<file path="src/rtl/ga_pkg.sv">
// ga_pkg -- shared types and constants for the GA population datapath.
//
// Contents:
//   rd_state_e     : read-engine FSM states (IDLE, RUN, DONE)
//   *_DEF          : default word width, population size and address width
//   FIT_LSB        : bit position of the fitness field in a default-width word
//                    (fitness occupies the top FIT_WDTH bits of each word)
package ga_pkg;

  localparam int DATA_WDTH_DEF = 320;
  localparam int COL_DEF       = 200;
  localparam int COL_BITS_DEF  = 8;
  localparam int FIT_WDTH_DEF  = 16;

  localparam int FIT_LSB = DATA_WDTH_DEF - FIT_WDTH_DEF;

  typedef enum logic [1:0] {
    IDLE = 2'd0,
    RUN  = 2'd1,
    DONE = 2'd2
  } rd_state_e;

endpackage

</file>
<file path="src/rtl/pop_best_tracker.sv">
// pop_best_tracker -- running maximum of fitness over one population sweep.
//
// Ports:
//   clk, rst_n  : clock, asynchronous active-low reset
//   clr         : accepted sweep start; clears the maximum and best_valid
//   upd         : an individual was handed downstream this cycle
//   set         : sweep finishing; best_valid rises together with done
//   fit, addr   : fitness and RAM address of the individual being handed off
//   best_fit    : largest fitness seen so far (unsigned)
//   best_addr   : address of best_fit
//   best_valid  : best_* describe a completed sweep
module pop_best_tracker #(
  parameter int FIT_WDTH = 16,
  parameter int COL_BITS = 8
) (
  input  logic                clk,
  input  logic                rst_n,
  input  logic                clr,
  input  logic                upd,
  input  logic                set,
  input  logic [FIT_WDTH-1:0] fit,
  input  logic [COL_BITS-1:0] addr,
  output logic [FIT_WDTH-1:0] best_fit,
  output logic [COL_BITS-1:0] best_addr,
  output logic                best_valid
);

  always_ff @(posedge clk or negedge rst_n) begin
    if (!rst_n) begin
      best_fit   <= '0;
      best_addr  <= '0;
      best_valid <= 1'b0;
    end else begin
      // Strictly-greater compare: on a tie the earlier (lower) address wins,
      // since the sweep visits addresses in ascending order.
      if (clr) begin
        best_fit  <= '0;
        best_addr <= '0;
      end else if (upd && (fit > best_fit)) begin
        best_fit  <= fit;
        best_addr <= addr;
      end
      // A zero-length sweep clears and finishes in the same cycle; finishing wins.
      if (set) begin
        best_valid <= 1'b1;
      end else if (clr) begin
        best_valid <= 1'b0;
      end
    end
  end

endmodule

</file>
<file path="src/rtl/population_reader.sv">
// population_reader -- sequential read engine for the GA population RAM.
//
// On an accepted start it walks addresses 0..count-1 (count = num clamped to
// COL) through the RAM's asynchronous read port and streams each word out on
// a valid/ready interface. Optionally tracks the fittest individual.
//
// Build option: define POP_READER_BEST_EN to enable the best-fitness tracker;
// otherwise best_fit/best_addr/best_valid are tied to 0.
//
// Ports:
//   clk, rst_n     : clock, asynchronous active-low reset
//   start, num     : sweep request (IDLE only) and individual count
//   busy, done     : sweep in progress / one-cycle completion pulse
//   addrb, doutb   : RAM read address / combinational read data
//   m_data, m_addr : individual and its RAM address
//   m_last         : final individual of the sweep
//   m_valid,m_ready: output handshake
//   best_fit, best_addr, best_valid : fittest individual of the last sweep
module population_reader
  import ga_pkg::*;
#(
  parameter int DATA_WDTH = DATA_WDTH_DEF,
  parameter int COL       = COL_DEF,
  parameter int COL_BITS  = COL_BITS_DEF,
  parameter int FIT_WDTH  = FIT_WDTH_DEF
) (
  input  logic                 clk,
  input  logic                 rst_n,
  input  logic                 start,
  input  logic [COL_BITS:0]    num,
  output logic                 busy,
  output logic                 done,
  output logic [COL_BITS-1:0]  addrb,
  input  logic [DATA_WDTH-1:0] doutb,
  output logic [DATA_WDTH-1:0] m_data,
  output logic [COL_BITS-1:0]  m_addr,
  output logic                 m_last,
  output logic                 m_valid,
  input  logic                 m_ready,
  output logic [FIT_WDTH-1:0]  best_fit,
  output logic [COL_BITS-1:0]  best_addr,
  output logic                 best_valid
);

  localparam logic [COL_BITS:0] ColMax = (COL_BITS + 1)'(COL);

  rd_state_e state, state_nxt;

  logic [COL_BITS:0]    count_p0;
  logic [COL_BITS:0]    rd_ptr_p0;
  logic [DATA_WDTH-1:0] data_p1;
  logic [COL_BITS-1:0]  addr_p1;
  logic                 last_p1;
  logic                 vld_p1;
  logic                 done_q;

  logic [COL_BITS:0]    num_clamp;
  logic                 accept;
  logic                 hs;
  logic                 load;
  logic                 fin;

  assign num_clamp = (num > ColMax) ? ColMax : num;
  assign accept    = (state == IDLE) && start;
  assign hs        = vld_p1 && m_ready;
  // The output slot is free when empty or being drained this cycle.
  assign load      = (state == RUN) && (!vld_p1 || m_ready) && (rd_ptr_p0 < count_p0);
  // Sweep ends on the final handshake, or immediately for an empty request.
  assign fin       = ((state == RUN) && hs && last_p1) || (accept && (num == '0));

  // FSM state register
  always_ff @(posedge clk or negedge rst_n) begin
    if (!rst_n) begin
      state <= IDLE;
    end else begin
      state <= state_nxt;
    end
  end

  // FSM next state
  always_comb begin
    state_nxt = state;
    case (state)
      IDLE: if (accept && (num != '0)) state_nxt = RUN;
      RUN:  if (hs && last_p1)         state_nxt = DONE;
      DONE:                            state_nxt = IDLE;
      default:                         state_nxt = IDLE;
    endcase
  end

  // FSM outputs
  always_comb begin
    busy = 1'b0;
    case (state)
      RUN:     busy = 1'b1;
      default: busy = 1'b0;
    endcase
  end

  // p0: read pointer into the RAM's asynchronous port
  always_ff @(posedge clk or negedge rst_n) begin
    if (!rst_n) begin
      count_p0  <= '0;
      rd_ptr_p0 <= '0;
    end else if (accept) begin
      count_p0  <= num_clamp;
      rd_ptr_p0 <= '0;
    end else if (load) begin
      rd_ptr_p0 <= rd_ptr_p0 + 1'b1;
    end
  end

  assign addrb = rd_ptr_p0[COL_BITS-1:0];

  // p1: output register, held while stalled
  always_ff @(posedge clk or negedge rst_n) begin
    if (!rst_n) begin
      data_p1 <= '0;
      addr_p1 <= '0;
      last_p1 <= 1'b0;
      vld_p1  <= 1'b0;
      done_q  <= 1'b0;
    end else begin
      done_q <= fin;
      if (load) begin
        data_p1 <= doutb;
        addr_p1 <= rd_ptr_p0[COL_BITS-1:0];
        last_p1 <= (rd_ptr_p0 == (count_p0 - 1'b1));
        vld_p1  <= 1'b1;
      end else if (hs) begin
        vld_p1  <= 1'b0;
      end
    end
  end

  assign m_data  = data_p1;
  assign m_addr  = addr_p1;
  assign m_last  = last_p1;
  assign m_valid = vld_p1;
  assign done    = done_q;

`ifdef POP_READER_BEST_EN
  localparam int FitLsb = DATA_WDTH - FIT_WDTH;

  pop_best_tracker #(
    .FIT_WDTH (FIT_WDTH),
    .COL_BITS (COL_BITS)
  ) u_best (
    .clk        (clk),
    .rst_n      (rst_n),
    .clr        (accept),
    .upd        (hs),
    .set        (fin),
    .fit        (data_p1[FitLsb +: FIT_WDTH]),
    .addr       (addr_p1),
    .best_fit   (best_fit),
    .best_addr  (best_addr),
    .best_valid (best_valid)
  );
`else
  assign best_fit   = '0;
  assign best_addr  = '0;
  assign best_valid = 1'b0;
`endif

endmodule

</file>
<file path="config.mk">
export PLATFORM = sky130hd
export DESIGN_NAME = population_reader
export DESIGN_NICKNAME = d
export VERILOG_FILES = /design/src/rtl/ga_pkg.sv /design/src/rtl/pop_best_tracker.sv /design/src/rtl/population_reader.sv
export SDC_FILE = /design/constraint.sdc
export NUM_CORES = 1
export LEC_CHECK = 0
export ABC_AREA = 0
export CAP_MARGIN = 5
export CELL_PAD_IN_SITES_DETAIL_PLACEMENT = 2
export CELL_PAD_IN_SITES_GLOBAL_PLACEMENT = 2
export CORE_AREA = 2 2 273 275
export CTS_CLUSTER_DIAMETER = 150
export DETAILED_ROUTE_END_ITERATION = 16
export DIE_AREA = 0 0 275 277
export GPL_TIMING_DRIVEN = 0
export MAX_ROUTING_LAYER = met4
export PLACE_DENSITY_LB_ADDON = 0.1
export SLEW_MARGIN = 5
export SYNTH_ARGS = -nofsm -noshare
export SYNTH_HDL_FRONTEND = slang
export SYNTH_SLANG_ARGS = --single-unit
export TNS_END_PERCENT = 10
</file>
<file path="constraint.sdc">
create_clock -name clk -period 2.8 [get_ports clk]
set_clock_uncertainty 0.15 [all_clocks]
set_input_delay 0.56 -clock clk [delete_from_list [all_inputs] [get_ports clk]]
set_output_delay 0.56 -clock clk [all_outputs]
set_load 0.02 [all_outputs]
</file>
==> flow_summary.toml, run 1 <==
[drt]
ant_nets = 0
wl_per_cell_um = 23.1
via_per_inst = 3.89
drc = 0
wirelength_um = 61900
firstDrtPassIters = 4
via_count = 10400
drt_iter0_markers = 310

[yosys]
synth_async_sr_flop_share_pct = 100
synth.avg_cell_area_sq_um = 15.6
yosysUniqueCellTypes = 46
synth_cells = 902
ys_seq_elements = 351
syn_area_sq_mm = 0.0141
synth_edf_count = 0
seq_area_frac_synth_pct = 62.5
ys.flop_type = "dfrtp_1"
yosysWarningCount = 0

[sta]
rsz0062_at_grt = "false"
fin_crit_ns = 2.62
relSlewSlack_pct = 48.0
tightest_slew_ns = 0.775
max_freq_mhz = 381
holdWs_ns = 0.334
report.final.setup_viol = 0
fin_setup_tns_ns = 0
slew_viol_final = 0
finalHoldViolCount = 0
period_share_pct = 93.7

[die]
io_pins = 698
start_util_pct = 19.1
core_area_sq_mm = 0.0736
num_rows = 100
dieHeight_um = 277
die_w_um = 275
fp.dieArea_sq_mm = 0.0762

[run_status]
status = "completed"

[global_routing]
grt_pass1_wl_um = 87500
grtUsageTotal_pct = 16.4
overflow = 0
grt_max_degree = 99
grt_pass1_vias = 11600
antenna_found_initial = 21

[clock_network]
cts_tree = "done"
numCtsBuffers = 48
clock_latency_ns = 0.56
clkTransAtPathRegs_ns = 0.06
ctsHtreeMaxLevel = 2
clockBufferDepth = 3
cts.sinks = 351
cts-root-buf = "clkbuf_16"

[power_and_ir_drop]
fin_total_pwr_uw = 30900
leakagePower_uw = 0.00974
vdd_ir_drop_max_mv = 0.535
p_per_area_mw_per_mm2 = 1300

[finish]
nets = 1996
syn_to_final_growth_pct = 69.6
drive_gt1_share_pct = 14.9

[setup_path]
endpoint_kind = "output port"
arrival_ns = 1.91
slowest_delay_ns = 0.68
critPathKind = "flip-flop to output port"
cpMaxStageDelayCell = "clkdlybuf4s50_1"
worstReg2RegEnd = "m_data[100]"
r2r_slack_ns = 0.18
critPathLaunchType = "flip-flop"
path_buf_inv = 1
crit_required_ns = 2.09
crit_fanout = 4
r2r_cells = 8
critPathTopFamily = "buffers and inverters"
cp_cell_sequence = "nor2b_1 -> clkdlybuf4s50_1"
r2r-start = "rd_ptr_p0[4]"

[min_path]
min_path_cells = 1
holdCritPathClass = "flip-flop to flip-flop"
hold_end = "state[1]"
hold_start = "state[1]"

[placement]
numPortBuffers = 672
dp_hpwl_um = 49300
gp_congestion = 0.775

[flow_run]
cap_violations = 0
==> state kept, by name, summed over array words and instances, names as in the netlist <==
register,count
rd_ptr_p0,9
count_p0,9
m_last,1
state,2
done,1
m_data,320
m_valid,1
m_addr,8
==> cells in the mapped netlist, drive strengths merged, types with 3 or more instances <==
cell / instances / area, sq um
nand4: 4 / 25.0
mux2: 326 / 3670
a21oi: 8 / 40.0
nand2: 20 / 77.6
nor3: 4 / 20.0
nand3: 5 / 25.0
dfrtp: 351 / 8780
mux2i: 5 / 50.1
clkbuf: 6 / 22.5
nor3b: 3 / 22.5
xnor2: 5 / 43.8
a31oi: 3 / 18.8
buf: 69 / 634
xor2: 4 / 35.0
nor2: 10 / 37.5
nand2b: 6 / 37.5
inv: 15 / 56.3
nor4: 5 / 31.3
o21ai: 20 / 104
ha: 11 / 138
==> through the flow <==
stage	instance area, sq um	utilization, %	setup WS (ns)	cells
after floorplan	14100	-	0.569	926
after global placement	22100	30.0	-16.68	2567
after detailed placement	22200	30.1	-0.0753	2570
after CTS	23800	32.3	0.0433	2656
after global routing	23800	32.4	0.0156	2677
final	23800	32.4	0.177	2678
==> worst reg2reg max path, cell delays in order, from the launching register on <==
cell      delay (ns)
dfrtp_1         0.47
ha_1            0.36
a211oi_2        0.23
nand2_1         0.11
o21ai_2         0.28
nand2_4         0.17
buf_6           0.22
buf_6           0.19
mux2_1          0.33
==> per-layer routing <==
layer / share of wire, % / GRT usage (%) / vias up
met5: 0 / - / -
met1: 36 / 17.0 / 5341
li1: - / - / 4644
met4: 2.1 / 5.02 / 0
met2: 53 / 28.8 / 371
met3: 8.9 / 6.16 / 69
==> cells by family after synthesis <==
| kind of cell | share of synthesized area, % |
|---|---|
| DFF | 62.5 |
| adders and majority gates | 0.979 |
| buffers and inverters | 5.08 |
| other | 0.0267 |
| xor gates and xnor gates | 0.561 |
| AOI/OAI and AO/OA | 2.05 |
| muxes | 26.5 |
| and+or+nand+nor | 2.32 |
==> where the power goes <==
| part | switching [uW] | internal (uW) | leakage, uW | total (uW) |
|---|---|---|---|---|
| logic | 8000 | 7650 | 0.00483 | 15700 |
| registers | 1360 | 7620 | 0.00413 | 8980 |
| clock network | 2430 | 3840 | 0.000780 | 6280 |
==> cell type report <==
type | count | area, sq um
antenna | 22 | 55.1
tap | 969 | 1210
fill | 7717 | 49700
timing repair buffer | 676 | 6820
multi-input combinational | 485 | 4650
clock inverter | 11 | 173
inverter | 15 | 56.3
sequential | 351 | 8780
clock buffer | 74 | 1420
buffer | 75 | 657
==> layout by cell type, fill, tap and decap left out, drive strengths merged, types with 2 or more instances in the layout <==
master,n
nor3,4
conb,25
nand4,4
clkdlybuf4s50,671
nor4,5
dfrtp,351
inv,16
xor2,4
mux2i,5
bufinv,4
nand3,5
buf,73
nor3b,3
o21ai,20
a31oi,3
nor2,10
nand2,20
clkbuf,80
nand2b,6
a211oi,2
mux2,326
and3,2
diode,22
clkinv,5
xnor2,5
a21oi,8
ha,11
==> worst max path at each step <==
stage	startpoint	end	slack [ns]	depth (start not counted)
floorplan	rd_ptr_p0[4]	m_addr[1]	0.57	8
global placement	rst_n	done	-16.68	1
detailed placement	m_ready	m_data[292]	-0.08	6
CTS	rd_ptr_p0[4]	m_data[100]	0.04	8
global route	rd_ptr_p0[4]	m_data[87]	0.02	8
finish	state[1]	busy	0.18	2
==> timing repair <==
action	CTS	global route
hold buffers	1	0
endpoints found under the hold margin	75	0
resized for setup	0	1
endpoints found under the setup margin	0	245
buffers inserted	0	0
No activity file was read; power rests on OpenSTA's default activity.
==> inputs of run 2 (changes only) <==
--- a/config.mk
+++ b/config.mk
@@ -6,13 +6,14 @@
 export NUM_CORES = 1
 export LEC_CHECK = 0
 export ABC_AREA = 0
+export ABC_CLOCK_PERIOD_IN_PS = 2800
 export CAP_MARGIN = 5
 export CELL_PAD_IN_SITES_DETAIL_PLACEMENT = 2
 export CELL_PAD_IN_SITES_GLOBAL_PLACEMENT = 2
-export CORE_AREA = 2 2 273 275
+export CORE_AREA = 2 2 270 272
 export CTS_CLUSTER_DIAMETER = 150
 export DETAILED_ROUTE_END_ITERATION = 16
-export DIE_AREA = 0 0 275 277
+export DIE_AREA = 0 0 272 274
 export GPL_TIMING_DRIVEN = 0
 export MAX_ROUTING_LAYER = met4
 export PLACE_DENSITY_LB_ADDON = 0.1
==> run 2 against run 1 <==
Compared with the run above:
- routed wire length fell by 2.1%
- largest power group unchanged
- utilization rose by 0.73 points
- critical endpoint is now addrb[3]
- highest routed layer unchanged
- sequential cell count did not move
- global-route usage barely moved
- non-clock buffer count rose by 1
==> flow_summary.toml, run 2 (synthesis gave the netlist of run 1 again) <==
[setup_path]
cpMaxStageDelayCell = "clkdlybuf4s50_1"
crit_fanout = 8
crit_required_ns = 2.09
r2r-start = "rd_ptr_p0[4]"
r2r_slack_ns = 0.20
path_buf_inv = 2
critPathTopFamily = "buffers and inverters"
r2r_cells = 8
worstReg2RegEnd = "m_data[22]"
endpoint_kind = "output port"
slowest_delay_ns = 0.61
critPathLaunchType = "flip-flop"
critPathKind = "flip-flop to output port"
arrival_ns = 1.92
cp_cell_sequence = "buf_4 -> clkdlybuf4s50_1"

[finish]
nets = 1997
final_core_util_pct = 33.1
syn_to_final_growth_pct = 69.6
drive_gt1_share_pct = 15.4
largest_reg_flops = 320
final_common_cell = "clkdlybuf4s50_1"
mostFrequentLayoutCells = "671 x clkdlybuf4s50_1, 351 x dfrtp_1, 221 x mux2_1"

[clock_network]
clkTransAtPathRegs_ns = 0.06
cts_tree = "done"
clockBufferDepth = 3
numCtsBuffers = 48
cts.sinks = 351
clock_latency_ns = 0.56
ctsHtreeMaxLevel = 2
cts-root-buf = "clkbuf_16"

[die]
start_util_pct = 19.5
core_area_sq_mm = 0.0720
die_w_um = 272
num_rows = 99
fp.dieArea_sq_mm = 0.0745
io_pins = 698
dieHeight_um = 274

[drt]
firstDrtPassIters = 4
ant_nets = 0
via_per_inst = 3.91
drt_iter0_markers = 269
drc = 0
wl_per_cell_um = 22.8
wirelength_um = 60600
via_count = 10400

[run_status]
status = "completed"

[global_routing]
grtUsageTotal_pct = 16.5
overflow = 0
grt_max_degree = 98
grt_pass1_wl_um = 86200
antenna_found_initial = 11
grt_pass1_vias = 11600

[sta]
finalHoldViolCount = 0
tightest_slew_ns = 0.734
rsz0062_at_grt = "false"
fin_crit_ns = 2.63
relSlewSlack_pct = 50.7
report.final.setup_viol = 0
slew_viol_final = 0
max_freq_mhz = 380
period_share_pct = 93.9

[power_and_ir_drop]
p_per_area_mw_per_mm2 = 1290
fin_total_pwr_uw = 30800
leakagePower_uw = 0.00976
vdd_ir_drop_max_mv = 0.549

[placement]
numPortBuffers = 672
dp_hpwl_um = 48300
gp_congestion = 0.787

[min_path]
holdCritPathClass = "input pin to async pin"

[flow_run]
cap_violations = 0
-- run 2: changes by cell type in the layout (fill, tap and decap cells not counted), moves of 2 or more --
| cell | delta |
|---|---|
| diode_2 | -11 |
| clkinv_2 | +4 |
| bufinv_16 | -2 |
| clkbuf_1 | -2 |
-- run 2: metrics by stage --
step	TNS [ns]	hold WS [ns]	cells	worst slack [ns]	area, sq um
6_report	0	0.280	2661	0.172	23800
5_1_grt	0	0.262	2661	0.0148	23800
4_1_cts	0	0.220	2650	0.0453	23800
3_5_place_dp	-0.878	0.255	2561	-0.0721	22200
3_3_place_gp	-5877.86	0.309	2557	-16.84	22100
2_1_floorplan	0	0.114	926	0.569	14100
-- run 2: how the worst max path moves through the flow --
stage            startpoint          end  slack (ns)  depth (start not counted)
2_1_floorplan  rd_ptr_p0[4]    m_addr[1]        0.57                          8
3_3_place_gp          rst_n  m_data[305]      -16.84                          1
3_5_place_dp        m_ready  m_data[293]       -0.07                          6
4_1_cts        rd_ptr_p0[3]   m_data[22]        0.05                          8
5_1_grt         count_p0[5]   m_data[21]        0.01                          9
6_report       rd_ptr_p0[3]     addrb[3]        0.17                          2
-- run 2: cell type report --
cell class	count	area, sq um
Timing Repair Buffer	677	6850
Antenna cell	11	27.5
Inverter	15	56.3
Fill cell	7446	48100
Buffer	75	659
Sequential cell	351	8780
Clock inverter	14	138
Clock buffer	74	1450
Multi-Input combinational cell	485	4670
Tap cell	959	1200
-- run 2: per-layer routing --
layer | wire, um | share of wire [%] | track usage (%) | vias to the layer above
met5 | 0 | 0 | - | -
met1 | 21900 | 36 | 17.0 | 5321
li1 | - | - | - | 4625
met4 | 1410 | 2.3 | 4.58 | 0
met3 | 5010 | 8.3 | 6.17 | 84
met2 | 32300 | 53 | 29.1 | 366
-- run 2: power breakdown --
group | total, uW | switching (uW) | internal, uW
Clock | 6140 | 2400 | 3740
Sequential | 8990 | 1370 | 7620
Combinational | 15700 | 8020 | 7670
Total | 30800 | 11800 | 19000
-- run 2: timing repair --
action / CTS / global route
pin swaps: 0 / 0
resized for setup: 2 / 3
hold buffers: 1 / 0
hold endpoints to repair: 28 / 0
setup buffers: 0 / 0
endpoints found under the setup margin: 27 / 181
